==> src/rtl/uart_rx_ext_if.sv <==
// Host-side read bus of the UART receiver: FIFO head, occupancy and status flags.
// The receiver owns the slave modport; the host reading characters owns the master modport.
interface uart_rx_ext_if #(
  parameter int DATA_BITS  = 8,
  parameter int FIFO_DEPTH = 4
);
  localparam int CW = $clog2(FIFO_DEPTH) + 1;

  logic                 rd_en;
  logic                 rd_valid;
  logic [DATA_BITS-1:0] rd_data;
  logic                 rd_perr;
  logic                 rd_ferr;
  logic [CW-1:0]        fifo_cnt;
  logic                 overrun;
  logic                 clr_overrun;
  logic                 break_det;

  modport slave (
    input  rd_en, clr_overrun,
    output rd_valid, rd_data, rd_perr, rd_ferr, fifo_cnt, overrun, break_det
  );

  modport master (
    output rd_en, clr_overrun,
    input  rd_valid, rd_data, rd_perr, rd_ferr, fifo_cnt, overrun, break_det
  );
endinterface

==> src/rtl/uart_rx_ext.sv <==
// Parametrised UART receiver: bit-centre sampling FSM feeding a first-word-fall-through FIFO
// that stores each character together with its parity and framing error flags.
module uart_rx_ext #(
  parameter int BAUD_DIV   = 87,
  parameter int DATA_BITS  = 8,
  parameter int PARITY     = 2,
  parameter int STOP_BITS  = 1,
  parameter int FIFO_DEPTH = 4
) (
  input  logic          clk,
  input  logic          rstn,
  input  logic          rxd,
  uart_rx_ext_if.slave  host
);
  localparam int HALF  = BAUD_DIV / 2;
  localparam int CNT_W = $clog2(BAUD_DIV);
  localparam int BIT_W = $clog2(DATA_BITS);
  localparam int AW    = $clog2(FIFO_DEPTH);
  localparam int CW    = AW + 1;
  localparam int EW    = DATA_BITS + 2;

  typedef enum logic [2:0] {IDLE, START, DATA, PAR, STOP} state_t;

  state_t               state, state_nx;
  logic                 rxd_p0, rxd_p1, rxd_p2;
  logic [CNT_W-1:0]     cnt;
  logic [BIT_W-1:0]     bit_idx;
  logic                 stop_idx;
  logic [DATA_BITS-1:0] shreg;
  logic                 par_bit;
  logic                 ferr_acc;
  logic                 sample, cnt_clr, shift_en, par_en, stop_en, push;
  logic                 perr_fin, ferr_fin, is_break;
  logic [EW-1:0]        mem [FIFO_DEPTH];
  logic [AW-1:0]        wr_ptr, rd_ptr;
  logic [CW-1:0]        count;
  logic                 full, pop, wr_acc, overrun_q;
  logic [EW-1:0]        head;

  function automatic logic calc_perr(input logic [DATA_BITS-1:0] d, input logic p);
    if (PARITY == 0)      return 1'b0;
    else if (PARITY == 1) return ~(^d ^ p);
    else                  return ^d ^ p;
  endfunction

  // Stage p0/p1: metastability synchroniser; p2: previous value for falling-edge detect
  always_ff @(posedge clk or negedge rstn) begin
    if (!rstn) begin
      rxd_p0 <= 1'b1;
      rxd_p1 <= 1'b1;
      rxd_p2 <= 1'b1;
    end else begin
      rxd_p0 <= rxd;
      rxd_p1 <= rxd_p0;
      rxd_p2 <= rxd_p1;
    end
  end

  assign sample = (cnt == CNT_W'(HALF));

  always_ff @(posedge clk or negedge rstn) begin
    if (!rstn) state <= IDLE;
    else       state <= state_nx;
  end

  always_comb begin
    state_nx = state;
    cnt_clr  = 1'b0;
    shift_en = 1'b0;
    par_en   = 1'b0;
    stop_en  = 1'b0;
    push     = 1'b0;
    case (state)
      IDLE:  if (rxd_p2 && !rxd_p1) begin
               cnt_clr  = 1'b1;
               state_nx = START;
             end
      START: if (sample) state_nx = rxd_p1 ? IDLE : DATA;
      DATA:  if (sample) begin
               shift_en = 1'b1;
               if (bit_idx == BIT_W'(DATA_BITS - 1)) state_nx = (PARITY != 0) ? PAR : STOP;
             end
      PAR:   if (sample) begin
               par_en   = 1'b1;
               state_nx = STOP;
             end
      STOP:  if (sample) begin
               stop_en = 1'b1;
               if (stop_idx == 1'(STOP_BITS - 1)) begin
                 push     = 1'b1;
                 state_nx = IDLE;
               end
             end
      default: state_nx = IDLE;
    endcase
  end

  // Counter free-runs so every sample after the start sample is exactly one bit period apart
  always_ff @(posedge clk or negedge rstn) begin
    if (!rstn) begin
      cnt      <= '0;
      bit_idx  <= '0;
      stop_idx <= 1'b0;
    end else begin
      if (cnt_clr || cnt == CNT_W'(BAUD_DIV - 1)) cnt <= '0;
      else                                        cnt <= cnt + CNT_W'(1);
      if (cnt_clr) begin
        bit_idx  <= '0;
        stop_idx <= 1'b0;
      end else begin
        if (shift_en) bit_idx  <= bit_idx + BIT_W'(1);
        if (stop_en)  stop_idx <= stop_idx + 1'b1;
      end
    end
  end

  always_ff @(posedge clk) begin
    if (shift_en) shreg   <= {rxd_p1, shreg[DATA_BITS-1:1]};
    if (par_en)   par_bit <= rxd_p1;
    if (cnt_clr)                  ferr_acc <= 1'b0;
    else if (stop_en && !rxd_p1)  ferr_acc <= 1'b1;
  end

  // The final stop sample is folded in combinationally because the push happens in that cycle
  assign ferr_fin  = ferr_acc | ~rxd_p1;
  assign perr_fin  = calc_perr(shreg, par_bit);
  assign is_break  = (shreg == '0) && ((PARITY == 0) || !par_bit) && ferr_fin;
  assign host.break_det = push && is_break;

  assign full   = (count == CW'(FIFO_DEPTH));
  assign pop    = host.rd_en && (count != '0);
  assign wr_acc = push && (!full || pop);

  always_ff @(posedge clk) begin
    if (wr_acc) mem[wr_ptr] <= {shreg, perr_fin, ferr_fin};
  end

  always_ff @(posedge clk or negedge rstn) begin
    if (!rstn) begin
      wr_ptr    <= '0;
      rd_ptr    <= '0;
      count     <= '0;
      overrun_q <= 1'b0;
    end else begin
      if (wr_acc) wr_ptr <= wr_ptr + AW'(1);
      if (pop)    rd_ptr <= rd_ptr + AW'(1);
      case ({wr_acc, pop})
        2'b10:   count <= count + CW'(1);
        2'b01:   count <= count - CW'(1);
        default: count <= count;
      endcase
      if (push && full && !pop) overrun_q <= 1'b1;
      else if (host.clr_overrun) overrun_q <= 1'b0;
    end
  end

  assign head          = mem[rd_ptr];
  assign host.rd_valid = (count != '0);
  assign host.rd_data  = host.rd_valid ? head[EW-1:2] : '0;
  assign host.rd_perr  = host.rd_valid ? head[1] : 1'b0;
  assign host.rd_ferr  = host.rd_valid ? head[0] : 1'b0;
  assign host.fifo_cnt = count;
  assign host.overrun  = overrun_q;
endmodule

==> src/flat_wrapper.sv <==
// flat-port wrapper written by rule: the top's interface ports become plain ports
module uart_rx_ext_flat 
#(
  parameter int BAUD_DIV   = 87,
  parameter int DATA_BITS  = 8,
  parameter int PARITY     = 2,
  parameter int STOP_BITS  = 1,
  parameter int FIFO_DEPTH = 4
)
  (clk, rstn, rxd, host_rd_en, host_clr_overrun, host_rd_valid, host_rd_data, host_rd_perr, host_rd_ferr, host_fifo_cnt, host_overrun, host_break_det);
  uart_rx_ext_if #(.DATA_BITS(DATA_BITS), .FIFO_DEPTH(FIFO_DEPTH)) host_i ();
  input  logic clk;
  input  logic rstn;
  input  logic rxd;
  input wire logic [$bits(host_i.rd_en)-1:0] host_rd_en;
  input wire logic [$bits(host_i.clr_overrun)-1:0] host_clr_overrun;
  output wire logic [$bits(host_i.rd_valid)-1:0] host_rd_valid;
  output wire logic [$bits(host_i.rd_data)-1:0] host_rd_data;
  output wire logic [$bits(host_i.rd_perr)-1:0] host_rd_perr;
  output wire logic [$bits(host_i.rd_ferr)-1:0] host_rd_ferr;
  output wire logic [$bits(host_i.fifo_cnt)-1:0] host_fifo_cnt;
  output wire logic [$bits(host_i.overrun)-1:0] host_overrun;
  output wire logic [$bits(host_i.break_det)-1:0] host_break_det;
  assign host_i.rd_en = host_rd_en;
  assign host_i.clr_overrun = host_clr_overrun;
  assign host_rd_valid = host_i.rd_valid;
  assign host_rd_data = host_i.rd_data;
  assign host_rd_perr = host_i.rd_perr;
  assign host_rd_ferr = host_i.rd_ferr;
  assign host_fifo_cnt = host_i.fifo_cnt;
  assign host_overrun = host_i.overrun;
  assign host_break_det = host_i.break_det;
  uart_rx_ext #(.BAUD_DIV(BAUD_DIV), .DATA_BITS(DATA_BITS), .PARITY(PARITY), .STOP_BITS(STOP_BITS), .FIFO_DEPTH(FIFO_DEPTH)) u_core (.clk(clk), .rstn(rstn), .rxd(rxd), .host(host_i));
endmodule
==> config.mk <==
export PLATFORM = sky130hd
export DESIGN_NAME = uart_rx_ext_flat
export DESIGN_NICKNAME = d
export VERILOG_FILES = /design/src/rtl/uart_rx_ext_if.sv /design/src/rtl/uart_rx_ext.sv /design/src/flat_wrapper.sv
export SDC_FILE = /design/constraint.sdc
export NUM_CORES = 1
export LEC_CHECK = 0
export CAP_MARGIN = 10
export CORE_MARGIN = 5
export CORE_UTILIZATION = 35
export CTS_CLUSTER_SIZE = 30
export DETAILED_ROUTE_END_ITERATION = 16
export PLACE_DENSITY = 0.55
export SLEW_MARGIN = 10
export SYNTH_ARGS = -nofsm -noshare
export SYNTH_HDL_FRONTEND = slang
export SYNTH_SLANG_ARGS = --single-unit
export TNS_END_PERCENT = 1
==> constraint.sdc <==
create_clock -name clk -period 4.54 [get_ports clk]
set_input_delay 0.908 -clock clk [delete_from_list [all_inputs] [get_ports clk]]
set_output_delay 0.908 -clock clk [all_outputs]
set_load 0.1 [all_outputs]
==> impl_metrics.toml, run 1 <==
[outcome]
status = "completed"

[clock_tree]
cts_tree = "done"
clock_latency_ns = 0.34
post_cts_buffers = 0
clock_tree.buffer_depth = 2
clk_pin_slew_worst_paths_ns = 0.08
ctsHtreeMaxLevel = 3
holdBufCountCts = 0
cts.sinks = 75
cts_root_buffer = "clkbuf_8"
cts_resized = 0
numCtsBuffers = 9

[sta]
max_freq_mhz = 269
fin_skew_ns = 0.0101
finalCriticalPeriod_ns = 3.72
setup_viol = 0
fin_crit_sh = 0.820
drv_slew = 0
worst_pin_slew_ns = 1.06
hold_slack_ns = 0.361
hold_viol_final = 0
timing.slew.headroom = 0.294
rsz0062_at_grt = "false"
tns_ns = 0

[synthesis]
synth_ff_type = "edfxtp_1"
syn_nets = 243
synth_edf_count = 49
synth_cell_type_count = 46
synth_cells = 225
synth_seq_cells = 75
yosys-top-cells-area = "edfxtp_1 (44%), dfrtp_1 (17%), mux4_2 (6.8%)"
synth_area_um2 = 3310
yosysSeqAreaShare = 0.640
synth_top_area_share = 0.444
synth_area_leader_cell = "edfxtp_1"
ys_async_sr_fraction = 0.333
yosysWarnings = 0
avgSynthCellArea_um2 = 14.7

[layout]
diodes = 0
regArea_um2 = 2120
fill_cells = 863
final_cells = 385
area_growth_pct = 15.8
final_nets = 269
drive_gt1_frac = 0.184
multi_input_area_um2 = 1100
design_area_um2 = 3840

[worst_setup_path]
path_class = "reg2out"
r2r_start = "u_core.cnt[2]"
cp.arrival_ns = 2.81
crit_fanout = 12
rr_endpoint = "u_core.host.fifo_cnt[1]"
crit_path_start_kind = "flop"
crit_slowest_cell = "clkdlybuf4s50_1"
crit_chain = "mux4_2 -> nor2b_1 -> clkdlybuf4s50_1"
r2r_cells = 7
r2r_slack_ns = 2.07
slowest_delay_ns = 0.96
endpoint_kind = "output port"
worstPathRequired_ns = 3.63

[placement]
place_area_um2 = 3640
dpl.cell_count = 369
dp_hpwl_mm = 3.65
globalplace.congestion = 0.719
numPortBuffers = 20

[floorplan]
std_cell_rows = 35
start_util = 0.358
die_y_um = 107
die_width_um = 107
core_um2 = 9240
io_pins = 21
die_area_um2 = 11500

[pwr]
power_frac_seq = 0.379
p_switching_mw = 1.13
cellPowerDensity_nw_per_um2 = 638
p_leak_nw = 1.42
intPower_mw = 1.32
switching_share = 0.461
finalPower_mw = 2.45
power_frac_comb = 0.423
irDropWorstVdd_mv = 0.346
clkPwrFrac = 0.198

[drt]
wire_per_inst_um = 14.0
num_vias = 1721
routed_wl_mm = 5.39
drt_iter0_markers = 74
viasPerCell = 4.47
final_antenna_net_count = 0
drc = 0
drtPass1Iterations = 4

[grt]
grt_pass1_vias = 1802
antenna_found_initial = 0
gr-total-overflow = 0
grt_max_degree = 24
grt_usage = 0.102
grt_pass1_wl_mm = 8.99

[hold_path]
hold_end = "u_core.rxd_p1"
hold_start = "u_core.rxd_p0"
hold_class = "reg2reg"
whs_path_depth = 0

[flow_run]
max_cap_violations = 0
## Yosys cell counts (all sizes together) (2+ instances only)
cell type and count:
dfstp 3, or3 2, and3 2, dfrtp 22, nand3 10, inv 15
a22o 2, mux4 10, buf 4, nand2 11, ha 12, clkbuf 3
o22ai 3, o21ai 2, a21oi 5, nor2 18, nor2b 11, xor2 5
edfxtp 49, nor4 3, xnor2 11, nor3 3, and2 4
## how the worst max path moves through the flow
stage	start	end	cells after the start
global route	u_core.rd_ptr[0]	host_rd_perr	3
CTS	u_core.rd_ptr[0]	host_rd_data[5]	3
global placement	u_core.rd_ptr[0]	host_rd_data[5]	3
finish	u_core.rd_ptr[0]	host_rd_data[5]	3
floorplan	u_core.host.fifo_cnt[0]	host_rd_data[0]	4
detailed placement	u_core.rd_ptr[0]	host_rd_data[3]	3
## layer usage
layer  vias to the layer above  track usage  part of all wire
li1                        860            -                 -
met1                       834        0.130              0.47
met2                        21        0.165              0.49
met3                         6       0.0378             0.033
met4                         0       0.0274            0.0098
met5                         -            0                 0
## area by class of cell
class,count,area share
tap,129,0.0421
clock buffer,9,0.0323
multi-input combinational,128,0.286
clock inverter,7,0.0183
inverter,15,0.0147
sequential,75,0.553
timing repair buffer,22,0.0535
## kinds of logic after synthesis
kind of cell    Yosys count  share of synthesized area
compound gates           17                     0.0348
xor+xnor                 16                     0.0423
fa+ha+maj                13                     0.0514
buf+inv                  22                     0.0298
flops                    75                      0.640
mux                      12                     0.0756
simple gates             70                      0.126
## stage by stage
| stage | setup WS, ns | util |
|---|---|---|
| 4_1_cts | 0.738 | 0.415 |
| 5_1_grt | 0.621 | 0.415 |
| 6_report | 0.817 | 0.415 |
| 2_1_floorplan | 0.748 | - |
| 3_3_place_gp | 1.11 | 0.394 |
| 3_5_place_dp | 1.13 | 0.394 |
## power groups by stage
| stage | registers [mW] | clock network [mW] | logic [mW] |
|---|---|---|---|
| floorplan | 0.976 | 0 | 0.801 |
| global placement | 0.949 | 0 | 1.04 |
| detailed placement | 0.946 | 0 | 1.05 |
| CTS | 0.932 | 0.505 | 1.05 |
| global route | 0.952 | 0.536 | 1.09 |
| finish | 0.928 | 0.485 | 1.04 |
## cell usage in the layout, fill, tap and decap left out, types with 4 or more instances in the layout
cell             instances
nand3_1                  8
buf_4                    6
xnor2_1                 11
nor2b_1                 11
a21oi_1                  4
and2_1                   4
clkbuf_8                 9
nand2_1                 11
edfxtp_1                49
inv_1                   15
mux4_2                  10
xor2_1                   5
dfrtp_1                 22
nor2_1                  17
clkdlybuf4s50_1         16
ha_1                    12
## flip-flops by register name, summed over array words and instances (netlist names)
signal and cells:
u_core.bit_idx 3, u_core.cnt 7, u_core.ferr_acc 1, u_core.host.fifo_cnt 3
u_core.host.overrun 1, u_core.mem 40, u_core.par_bit 1, u_core.rd_ptr 2
u_core.rxd_p0 1, u_core.rxd_p1 1, u_core.rxd_p2 1, u_core.shreg 8
u_core.state 3, u_core.stop_idx 1, u_core.wr_ptr 2
## critical path: cells and delay by family (launching register included)
kind | cells | cell delay [ns]
DFF | 1 | 0.79
and+or+nand+nor | 1 | 0.14
buffers and inverters | 1 | 0.96
muxes | 1 | 0.57
Note: power is estimated with default switching activity, not from simulation.
==> run 2, diff against run 1 <==
--- a/config.mk
+++ b/config.mk
@@ -10,7 +10,7 @@
 export CORE_UTILIZATION = 35
 export CTS_CLUSTER_SIZE = 30
 export DETAILED_ROUTE_END_ITERATION = 16
-export PLACE_DENSITY = 0.55
+export PLACE_DENSITY = 0.57
 export SLEW_MARGIN = 10
 export SYNTH_ARGS = -nofsm -noshare
 export SYNTH_HDL_FRONTEND = slang
==> constraint.sdc (replaced) <==
create_clock -name clk -period 3.25 [get_ports clk]
set_input_delay 0.65 -clock clk [delete_from_list [all_inputs] [get_ports clk]]
set_output_delay 0.65 -clock clk [all_outputs]
set_load 0.1 [all_outputs]
==> impl_metrics.toml, run 2 (synthesized netlist as in run 1, its figures left out) <==
[pwr]
intPower_mw = 1.82
clkPwrFrac = 0.193
irDropWorstVdd_mv = 0.487
power_frac_comb = 0.429
cellPowerDensity_nw_per_um2 = 889
p_switching_mw = 1.58
p_leak_nw = 1.44
power_frac_seq = 0.378
switching_share = 0.464

[grt]
antenna_found_initial = 0
grt_max_degree = 26
gr-total-overflow = 0
grt_pass1_vias = 1840
grt_usage = 0.105
grt_pass1_wl_mm = 9.25

[drt]
routed_wl_mm = 5.39
final_antenna_net_count = 0
drtPass1Iterations = 4
viasPerCell = 4.56
drt_iter0_markers = 58
wire_per_inst_um = 13.9
num_vias = 1764
drc = 0

[floorplan]
std_cell_rows = 35
die_area_um2 = 11500
start_util = 0.358
core_um2 = 9240
die_width_um = 107
die_y_um = 107
io_pins = 21

[hold_path]
hold_class = "reg2reg"

[clock_tree]
cts_root_buffer = "clkbuf_8"
numCtsBuffers = 9
cts_resized = 0
cts_tree = "done"
holdBufCountCts = 0
cts.sinks = 75
clk_pin_slew_worst_paths_ns = 0.08
clock_tree.buffer_depth = 2
ctsHtreeMaxLevel = 3
post_cts_buffers = 0
clock_latency_ns = 0.35

[layout]
final_nets = 271
final_common_cell = "edfxtp_1"
largest_reg_flops = 40
diodes = 0
mostFrequentLayoutCells = "edfxtp_1 (49), dfrtp_1 (22), buf_4 (19), nor2_1 (17), inv_1 (15)"
finish.utilization = 0.413
final_cells = 387
largest-register = "u_core.mem"
top_regs = "u_core.mem (40), u_core.shreg (8), u_core.cnt (7)"
drive_gt1_frac = 0.236
area_growth_pct = 15.3
fill_cells = 871
design_area_um2 = 3820

[worst_setup_path]
r2r_cells = 7
cp.arrival_ns = 2.21
critPathTopFamily = "simple AND/OR/NAND/NOR gates"
endpoint = "host_break_det"
cp.depth = 4
r2r_start = "u_core.cnt[2]"
r2r_slack_ns = 0.81
path_buf_inv = 1
path_class = "reg2out"
crit_top_cell = "nor4_2"
worstPathRequired_ns = 2.60
rr_endpoint = "u_core.host.fifo_cnt[1]"
crit_slowest_cell = "nor4_2"
endpoint_kind = "output port"
crit_chain = "nor4_2 -> nand3_2 -> nor4_2 -> buf_12"
crit_start = "u_core.cnt[2]"
slowest_delay_ns = 0.48
crit_path_start_kind = "flop"
crit_fanout = 13

[placement]
dpl.cell_count = 371
dp_slack_ns = 0.504
dp_hpwl_mm = 3.66
numPortBuffers = 20
globalplace.congestion = 0.706
place_area_um2 = 3640

[sta]
fin_crit_sh = 0.880
drv_slew = 0
finalCriticalPeriod_ns = 2.86
setup_viol = 0
fin_ws_ns = 0.389
hold_viol_final = 0
max_freq_mhz = 350
fin_skew_ns = 0.0154
timing.slew.headroom = 0.621
rsz0062_at_grt = "false"
worst_pin_slew_ns = 0.568

[outcome]
status = "completed"

[flow_run]
max_cap_violations = 0
==> run 2: per-stage QoR <==
stage,TNS (ns),hold slack (ns),power [mW]
2_1_floorplan,-2.83,0.345,2.48
3_3_place_gp,0,0.347,2.77
3_5_place_dp,0,0.352,2.78
4_1_cts,0,0.354,3.44
5_1_grt,0,0.362,3.58
6_report,0,0.358,3.40
==> run 2: power groups by stage <==
stage | Sequential (mW) | Combinational [mW] | Clock (mW)
2_1_floorplan | 1.36 | 1.12 | 0
5_1_grt | 1.31 | 1.55 | 0.724
6_report | 1.28 | 1.46 | 0.655
3_5_place_dp | 1.31 | 1.47 | 0
3_3_place_gp | 1.30 | 1.46 | 0
4_1_cts | 1.29 | 1.47 | 0.676
==> run 2: worst min-delay path by stage <==
stage / from / endpoint / slack [ns] / depth (start not counted)
3_5_place_dp: u_core.rxd_p0 / u_core.rxd_p1 / 0.35 / 0
3_3_place_gp: u_core.rxd_p0 / u_core.rxd_p1 / 0.35 / 0
4_1_cts: u_core.rxd_p0 / u_core.rxd_p1 / 0.35 / 0
5_1_grt: u_core.rxd_p0 / u_core.rxd_p1 / 0.36 / 0
6_report: u_core.rxd_p0 / u_core.rxd_p1 / 0.36 / 0
2_1_floorplan: rstn / u_core.bit_idx[0] / 0.35 / 0
==> run 2: cell type report <==
cell class	count	area [um^2]	share of cell area
multi-input combinational	128	1100	0.288
clock buffer	9	124	0.0324
clock inverter	7	56.3	0.0147
sequential	75	2120	0.555
timing repair buffer	24	203	0.0531
inverter	15	56.3	0.0147
tap	129	161	0.0423
==> run 2: metal layers <==
metal  vias to the layer above  wire length (um)  GRT usage
met4                         0                71     0.0384
met1                       863              2420      0.130
li1                        866                 -          -
met2                        26              2740      0.174
met3                         9               165     0.0324
met5                         -                 0          0
